### config.mk
export PLATFORM = sky130hd
export DESIGN_NAME = mem_port_arbiter
export DESIGN_NICKNAME = d
export VERILOG_FILES = /design/src/rtl/mem_port_arbiter_pkg.sv /design/src/rtl/mem_port_arbiter.sv
export SDC_FILE = /design/constraint.sdc
export NUM_CORES = 1
export LEC_CHECK = 0
export CAP_MARGIN = 25
export CORE_ASPECT_RATIO = 2
export CORE_MARGIN = 2
export CORE_UTILIZATION = 42
export DETAILED_ROUTE_END_ITERATION = 10
export GPL_TIMING_DRIVEN = 0
export PLACE_DENSITY_LB_ADDON = 0.2
export SLEW_MARGIN = 10
export SYNTH_ARGS = -nofsm -noshare
export SYNTH_HDL_FRONTEND = slang
export SYNTH_SLANG_ARGS = --single-unit
### constraint.sdc
create_clock -name clock -period 3 [get_ports clock]
set_input_delay 0.6 -clock clock [delete_from_list [all_inputs] [get_ports clock]]
set_output_delay 0.6 -clock clock [all_outputs]
set_load 0.03 [all_outputs]
### src/rtl/mem_port_arbiter_pkg.sv
// Shared types for the unified memory-port arbiter: FSM states and the
// latched bus request that drives the mem* outputs.
package mem_port_arbiter_pkg;

    localparam int PKG_DATA_WIDTH = 32;
    localparam int BE_WIDTH       = 4;
    localparam int STARVE_WIDTH   = 4;

    typedef enum logic [1:0] {
        IDLE   = 2'd0,
        BUSY_I = 2'd1,
        BUSY_D = 2'd2
    } arbiterState_;

    typedef struct packed {
        logic [PKG_DATA_WIDTH-1:0] address;
        logic [PKG_DATA_WIDTH-1:0] writeData;
        logic [BE_WIDTH-1:0]       byteEnable;
        logic                      write;
    } memRequest_;

endpackage

### src/rtl/mem_port_arbiter.sv
// Arbitrates one multi-cycle memory port between instruction fetch and the
// memory stage; D-side priority with a starvation guard, fetch flush drops.
module mem_port_arbiter
    import mem_port_arbiter_pkg::*;
#(
    parameter int STARVE_LIMIT = 4,
    parameter int DATA_WIDTH   = PKG_DATA_WIDTH
) (
    input  logic                  clock,
    input  logic                  reset,
    input  logic                  instructionRequest,
    input  logic [DATA_WIDTH-1:0] instructionAddress,
    input  logic                  fetchFlush,
    output logic [DATA_WIDTH-1:0] instructionData,
    output logic                  instructionDataValid,
    input  logic                  dataRequest,
    input  logic                  dataWrite,
    input  logic [DATA_WIDTH-1:0] dataAddress,
    input  logic [DATA_WIDTH-1:0] storeData,
    input  logic [BE_WIDTH-1:0]   byteEnable,
    output logic [DATA_WIDTH-1:0] loadData,
    output logic                  loadDataValid,
    output logic                  storeComplete,
    output logic                  memRequest,
    output logic                  memWrite,
    output logic [DATA_WIDTH-1:0] memAddress,
    output logic [DATA_WIDTH-1:0] memWriteData,
    output logic [BE_WIDTH-1:0]   memByteEnable,
    input  logic                  memAck,
    input  logic [DATA_WIDTH-1:0] memReadData
);

    localparam logic [STARVE_WIDTH-1:0] LIMIT = STARVE_WIDTH'(STARVE_LIMIT);

    arbiterState_            state_q, state_d;
    memRequest_              req_q, req_d;
    logic [STARVE_WIDTH-1:0] starve_q, starve_d;
    logic                    drop_q, drop_d;
    logic                    mem_request_q, mem_request_d;
    logic [DATA_WIDTH-1:0]   instr_data_q, instr_data_d;
    logic                    instr_valid_q, instr_valid_d;
    logic [DATA_WIDTH-1:0]   load_data_q, load_data_d;
    logic                    load_valid_q, load_valid_d;
    logic                    store_done_q, store_done_d;

    logic fetch_ok;
    logic force_fetch;

    // A flushed fetch cannot be granted, so it cannot claim the starvation slot either.
    assign fetch_ok    = instructionRequest && !fetchFlush;
    assign force_fetch = fetch_ok && (starve_q == LIMIT);

    always_comb begin
        state_d       = state_q;
        req_d         = req_q;
        starve_d      = starve_q;
        drop_d        = drop_q;
        mem_request_d = mem_request_q;
        instr_data_d  = instr_data_q;
        instr_valid_d = 1'b0;
        load_data_d   = load_data_q;
        load_valid_d  = 1'b0;
        store_done_d  = 1'b0;

        case (state_q)
            IDLE: begin
                if (dataRequest && !force_fetch) begin
                    state_d          = BUSY_D;
                    mem_request_d    = 1'b1;
                    req_d.address    = dataAddress;
                    req_d.writeData  = dataWrite ? storeData : '0;
                    req_d.byteEnable = dataWrite ? byteEnable : '1;
                    req_d.write      = dataWrite;
                    if (!instructionRequest)
                        starve_d = '0;
                    else if (starve_q != LIMIT)
                        starve_d = starve_q + STARVE_WIDTH'(1);
                end else if (fetch_ok) begin
                    state_d          = BUSY_I;
                    mem_request_d    = 1'b1;
                    req_d.address    = instructionAddress;
                    req_d.writeData  = '0;
                    req_d.byteEnable = '1;
                    req_d.write      = 1'b0;
                    starve_d         = '0;
                end
            end
            BUSY_I: begin
                if (memAck) begin
                    state_d       = IDLE;
                    mem_request_d = 1'b0;
                    drop_d        = 1'b0;
                    // A flush coincident with the ack still squashes the response.
                    if (!(drop_q || fetchFlush)) begin
                        instr_valid_d = 1'b1;
                        instr_data_d  = memReadData;
                    end
                end else if (fetchFlush) begin
                    drop_d = 1'b1;
                end
            end
            BUSY_D: begin
                if (memAck) begin
                    state_d       = IDLE;
                    mem_request_d = 1'b0;
                    if (req_q.write) begin
                        store_done_d = 1'b1;
                    end else begin
                        load_valid_d = 1'b1;
                        load_data_d  = memReadData;
                    end
                end
            end
            default: begin
                state_d       = IDLE;
                mem_request_d = 1'b0;
            end
        endcase
    end

    always_ff @(posedge clock) begin
        if (reset) begin
            state_q       <= IDLE;
            req_q         <= '0;
            starve_q      <= '0;
            drop_q        <= 1'b0;
            mem_request_q <= 1'b0;
            instr_data_q  <= '0;
            instr_valid_q <= 1'b0;
            load_data_q   <= '0;
            load_valid_q  <= 1'b0;
            store_done_q  <= 1'b0;
        end else begin
            state_q       <= state_d;
            req_q         <= req_d;
            starve_q      <= starve_d;
            drop_q        <= drop_d;
            mem_request_q <= mem_request_d;
            instr_data_q  <= instr_data_d;
            instr_valid_q <= instr_valid_d;
            load_data_q   <= load_data_d;
            load_valid_q  <= load_valid_d;
            store_done_q  <= store_done_d;
        end
    end

    assign instructionData      = instr_data_q;
    assign instructionDataValid = instr_valid_q;
    assign loadData             = load_data_q;
    assign loadDataValid        = load_valid_q;
    assign storeComplete        = store_done_q;
    assign memRequest           = mem_request_q;
    assign memWrite             = req_q.write;
    assign memAddress           = req_q.address;
    assign memWriteData         = req_q.writeData;
    assign memByteEnable        = req_q.byteEnable;

endmodule

Yosys cells after proc, flatten, opt, wreduce, memory -nomap -nowiden
Index checks and enable logic that the tools add are counted.

Add/subtract/negate cells: 1. Equality and inequality tests: 7. Muxes and demuxes: 21. Bitwise gates (word level): 5. Reduce and logical (&&, ||, !) cells: 18.

Operator list (count): two-way mux 69 bit (2); two-way mux 32 bit (1); two-way mux 4 bit (5); AND reduction 3 bit (3); two-way mux 1 bit (8); two-way mux 2 bit (3); AND reduction 2 bit (3); OR reduction 3 bit (2); NOT 1 bit (5); adder 4 x 1 -> 4 bit, second input constant (1); equality test 4 x 3 -> 1 bit, second input constant (1); != test 4 x 3 -> 1 bit, second input constant (1); case mux 2 bit (2 select lines) (1); nonzero test 2 bit (2); logical AND 1 bit (3); != test 3 x 2 -> 1 bit, second input constant (1); != test 3 bit, second input constant (1); equality test 2 x 1 -> 1 bit, second input constant (1); equality test 2 bit, second input constant (1); zero test 1 bit (2); zero test 2 bit (1); != test 2 x 1 -> 1 bit, second input constant (1); case mux 1 bit (2 select lines) (1); OR reduction 2 bit (1); logical OR 1 bit (1).

Bits in registers: 144. Input port bits: 139. Output and inout port bits: 137. Logic and storage cells: 65.

Longest topological paths before layout
Word-level depth: 7. Mapped depth: 9. Depth with buffers taken out: 6.

Worst setup path before layout
No wires, ideal clock.

Path type: input-to-reg. Start: input port reset. End: register req_q, in the netlist memWriteData[0]. Library setup time: 0.117 ns. Arrival time: 1.610 ns. Required time: 2.883 ns. Setup slack: 1.273 ns. Stages on the path: 6. Buffers on the path: 3. Cell sequence: clkbuf_1 > inv_1 > and3_4 > buf_6 > buf_6 > a22o_1.

RTL lines: start, declared (RTL line mem_port_arbiter.sv:10) `input logic reset,`; end signal, assigned (RTL line mem_port_arbiter.sv:135) `req_q <= req_d;`; end, declared (RTL line mem_port_arbiter.sv:36) `memRequest_ req_q, req_d;`.

Worst setup path in the final report
Start: input port fetchFlush. End: register req_q, in the netlist memWriteData[1].

Word-level cells in the longest chain between the ends: 7. Elaborated cells on any way between the ends: 8. Classes of those cells: mux (1); reduce/logical (7).

RTL lines: start, declared (RTL line mem_port_arbiter.sv:13) `input logic fetchFlush,`; zero test 1 bit * (RTL line mem_port_arbiter.sv:50) `assign fetch_ok = instructionRequest && !fetchFlush;`; logical AND 1 bit * (RTL line mem_port_arbiter.sv:50); logical AND 1 bit (RTL line mem_port_arbiter.sv:51) `assign force_fetch = fetch_ok && (starve_q == LIMIT);`; zero test 1 bit (RTL line mem_port_arbiter.sv:67) `if (dataRequest && !force_fetch) begin`; logical AND 1 bit (RTL line mem_port_arbiter.sv:67); nonzero test 2 bit (no line); AND reduction 2 bit (no line).

Every way passes the cells marked *; elsewhere a longest branch is shown, timed or not. A chain may end at the register's enable or synchronous reset.

==> results.py <==
metrics = {
    "detailed_routing": {
        "wl_met3_mm": 1.181,
        "drtIter0Drc": 227,
        "drt_pass1_iterations": 4,
        "post_drt_wl_per_cell_um": 16.01,
        "drtAntennaViolNets": 0,
        "drcViolationCount": 0,
        "wl_met2_mm": 9.335,
        "vias": 5460,
        "dr.max_layer_used": "met4",
        "via_per_inst": 5.132,
        "wirelength_mm": 17.03,
        "met1_length_mm": 5.905,
    },
    "yosys": {
        "avgSynthCellArea_um2": 8.552,
        "synth_seq_cells": 144,
        "synth_top_area_cell": "dfxtp_1",
        "synthArstFlopShare_pct": 0,
        "ys_seq_area_share_pct": 55.17,
        "yosys_warnings": 0,
        "synth_top_area_share_pct": 55.17,
        "synth_fp_nets": 755,
        "synth.cells.most_frequent": "144 x dfxtp_1, 136 x nand2_1, 101 x nor2_1, 70 x a21oi_1, 33 x a22o_1",
        "synth.distinct_cells": 41,
        "synth_cells": 611,
        "synth_most_common_cell": "dfxtp_1",
        "synthTopCellsByArea": "dfxtp_1 55%, nand2_1 9.8%, nor2_1 7.3%, a21oi_1 6.7%, a22o_1 5.5%",
        "synth_area_um2": 5225,
        "synth_ff_type": "dfxtp_1",
        "synth_edf_count": 0,
    },
    "clock_network": {
        "cts-resized-gates": 0,
        "cts_tree": "built",
        "h-tree-depth": 4,
        "clock-sinks": 144,
        "cts_made_buffers": 17,
        "cts_setup_buffers": 0,
        "hold_buffers": 0,
        "cts_root_buf": "clkbuf_16",
        "cts.clk_slew.worst_paths_ns": 0.06,
        "clk_latency_ns": 0.41,
        "clockBufferDepth": 2,
    },
    "critical_path": {
        "rr_endpoint": "memWriteData[1]",
        "cp_cell_sequence": "clkdlybuf4s50_1 > nand2b_1 > a21boi_2 > nor2_1 > clkbuf_1 > a22o_1",
        "ff2ff_setup_slack_ns": 1.02,
        "r2r-start": "state_q[0]",
        "critPathMaxFanout": 10,
        "cp-end-kind": "flip-flop",
        "rr_worst_depth": 6,
        "critical_path_arrival_ns": 2.53,
        "required_ns": 3.35,
        "crit_type": "primary input to flip-flop",
        "crit_slowest_cell": "clkdlybuf4s50_1",
        "slowest_delay_ns": 0.62,
        "critPathLaunchType": "primary input",
        "startpoint": "fetchFlush",
    },
    "grt": {
        "grt_max_degree": 17,
        "globalRoute.totalOverflow": 0,
        "grt_usage_pct": 24.82,
        "first_global_vias": 5563,
        "grt_pass1_wl_mm": 26.97,
        "antenna_found_initial": 0,
    },
    "final_layout": {
        "multi_input_area_um2": 2087,
        "regArea_um2": 2883,
        "diodes": 0,
        "area_delta_synth_final_pct": 67.84,
        "drive_above_1_share_pct": 6.216,
        "final_nets": 1048,
        "n_fill_cell": 953,
    },
    "pwr": {
        "ir_worst_vdd_mv": 0.5056,
        "power.density_nw_per_um2": 593.3,
        "leakagePower_uw": 0.003275,
    },
    "run_status": {
        "status": "finished clean",
    },
    "timing": {
        "worst_slew_pin_slew_ns": 0.5676,
        "slew_headroom_pct": 61.87,
        "fin_ws_ns": 0.8213,
        "setup_violations": 0,
        "drv_slew": 0,
        "fin_crit_sh_pct": 72.62,
        "max_freq_mhz": 459.0,
        "fin_skew_ns": 0.01017,
        "fin_tns_setup_ns": 0,
        "rsz0062_at_grt": "false",
        "hold_viol": 0,
        "fin_crit_ns": 2.179,
    },
    "floorplan": {
        "fp-row-count": 57,
        "die_x_um": 82.87,
        "die_area_um2": 13400,
        "initial_core_util_pct": 43.10,
        "coreArea_um2": 12120,
        "die-height_um": 161.7,
        "io_pins": 276,
    },
    "placed_design": {
        "place_ws_ns": 0.4323,
        "dpl.hpwl_mm": 13.23,
        "place_congestion": 0.8559,
        "io_buffers": 274,
    },
    "hold_path": {
        "min_path_type": "flip-flop to flip-flop",
        "min_to": "instructionData[19]",
        "hold_start": "instructionData[19]",
        "min_path_cells": 2,
    },
    "run": {
        "cap_violations": 0,
    },
}
## worst max-delay path: cells and delay by family
kind | cells | cell delay [ns]
buffers and inverters | 2 | 1.05
AOI/OAI and AO/OA | 2 | 0.31
and+or+nand+nor | 2 | 0.57
## how the worst max path moves through the flow
stage / to / slack [ns]
global placement: memWriteData[3] / 0.48
detailed placement: memWriteData[1] / 0.43
finish: memWriteData[1] / 0.82
global route: memWriteData[21] / 0.72
CTS: memWriteData[1] / 0.85
floorplan: memWriteData[0] / 1.27
## metrics by stage
stage	hold slack [ns]	cells	utilization, %	instance area (um^2)	power, uW
after floorplan	0.4870	611	-	5225	2565
after global placement	0.4427	1032	67.23	8152	3020
after detailed placement	0.4453	1032	67.23	8152	3044
after CTS	0.4542	1064	72.33	8770	5238
after global routing	0.4670	1064	72.33	8770	5381
final	0.4541	1064	72.33	8770	5203
## registers in the layout, summed over array words and instances (netlist names), 2 cells and up
name,flops
memWriteData,32
instructionData,32
memByteEnable,4
loadData,32
memAddress,32
state_q,2
starve_q,4
## logic make-up (layout without fill, tap and decap cells)
family / count (synthesis) / in the layout / synth area share (%)
buffers and inverters: 52 / 358 / 4.885
muxes: 1 / 1 / 0.2155
adders and majority gates: 5 / 5 / 1.197
DFF: 144 / 144 / 55.17
AOI/OAI and AO/OA: 121 / 121 / 15.23
and+or+nand+nor: 288 / 288 / 23.30
## power breakdown
part	leakage (uW)	internal [uW]	switching (uW)
sequential	0.00117	2020	56.2
combinational	0.00179	438	492
clock	0.000306	1350	848
total	0.00328	3810	1400
## area by class of cell
class                      instances  share of cell area [%]
inverter                           8                  0.3424
timing repair buffer             274                   31.27
buffer                            44                   2.568
sequential                       144                   32.87
tap                              147                   2.097
clock inverter                    13                   1.997
clock buffer                      19                   5.051
multi-input combinational        415                   23.80
## placed cells by master (no fill, tap or decap), types with 2 or more instances in the layout
| master | Yosys | layout |
|---|---|---|
| inv_6 | 0 | 3 |
| clkdlybuf4s50_1 | 0 | 274 |
| o221a_2 | 4 | 4 |
| o21ai_0 | 2 | 2 |
| nor3_1 | 3 | 3 |
| buf_2 | 6 | 6 |
| buf_4 | 4 | 4 |
| clkinv_4 | 0 | 3 |
| a21oi_1 | 70 | 70 |
| clkinv_2 | 0 | 2 |
| inv_8 | 0 | 2 |
| ha_1 | 5 | 5 |
| clkbuf_16 | 0 | 17 |
| a22o_1 | 33 | 33 |
| nor2_1 | 101 | 101 |
| buf_6 | 5 | 5 |
| bufinv_16 | 0 | 3 |
| o22ai_1 | 2 | 2 |
| nand3_1 | 3 | 3 |
| nand2b_1 | 2 | 2 |
| dfxtp_1 | 144 | 144 |
| nand2_1 | 136 | 136 |
| nor4_1 | 32 | 32 |
| clkbuf_1 | 28 | 29 |
| inv_1 | 8 | 8 |
## routing by layer
metal  vias up  track usage, %
li1       2658               -
met1      2532           24.15
met2       229           46.99
met3        41           7.114
met4         0           12.15
met5         -               0
Power figures use the tool's default switching activity.
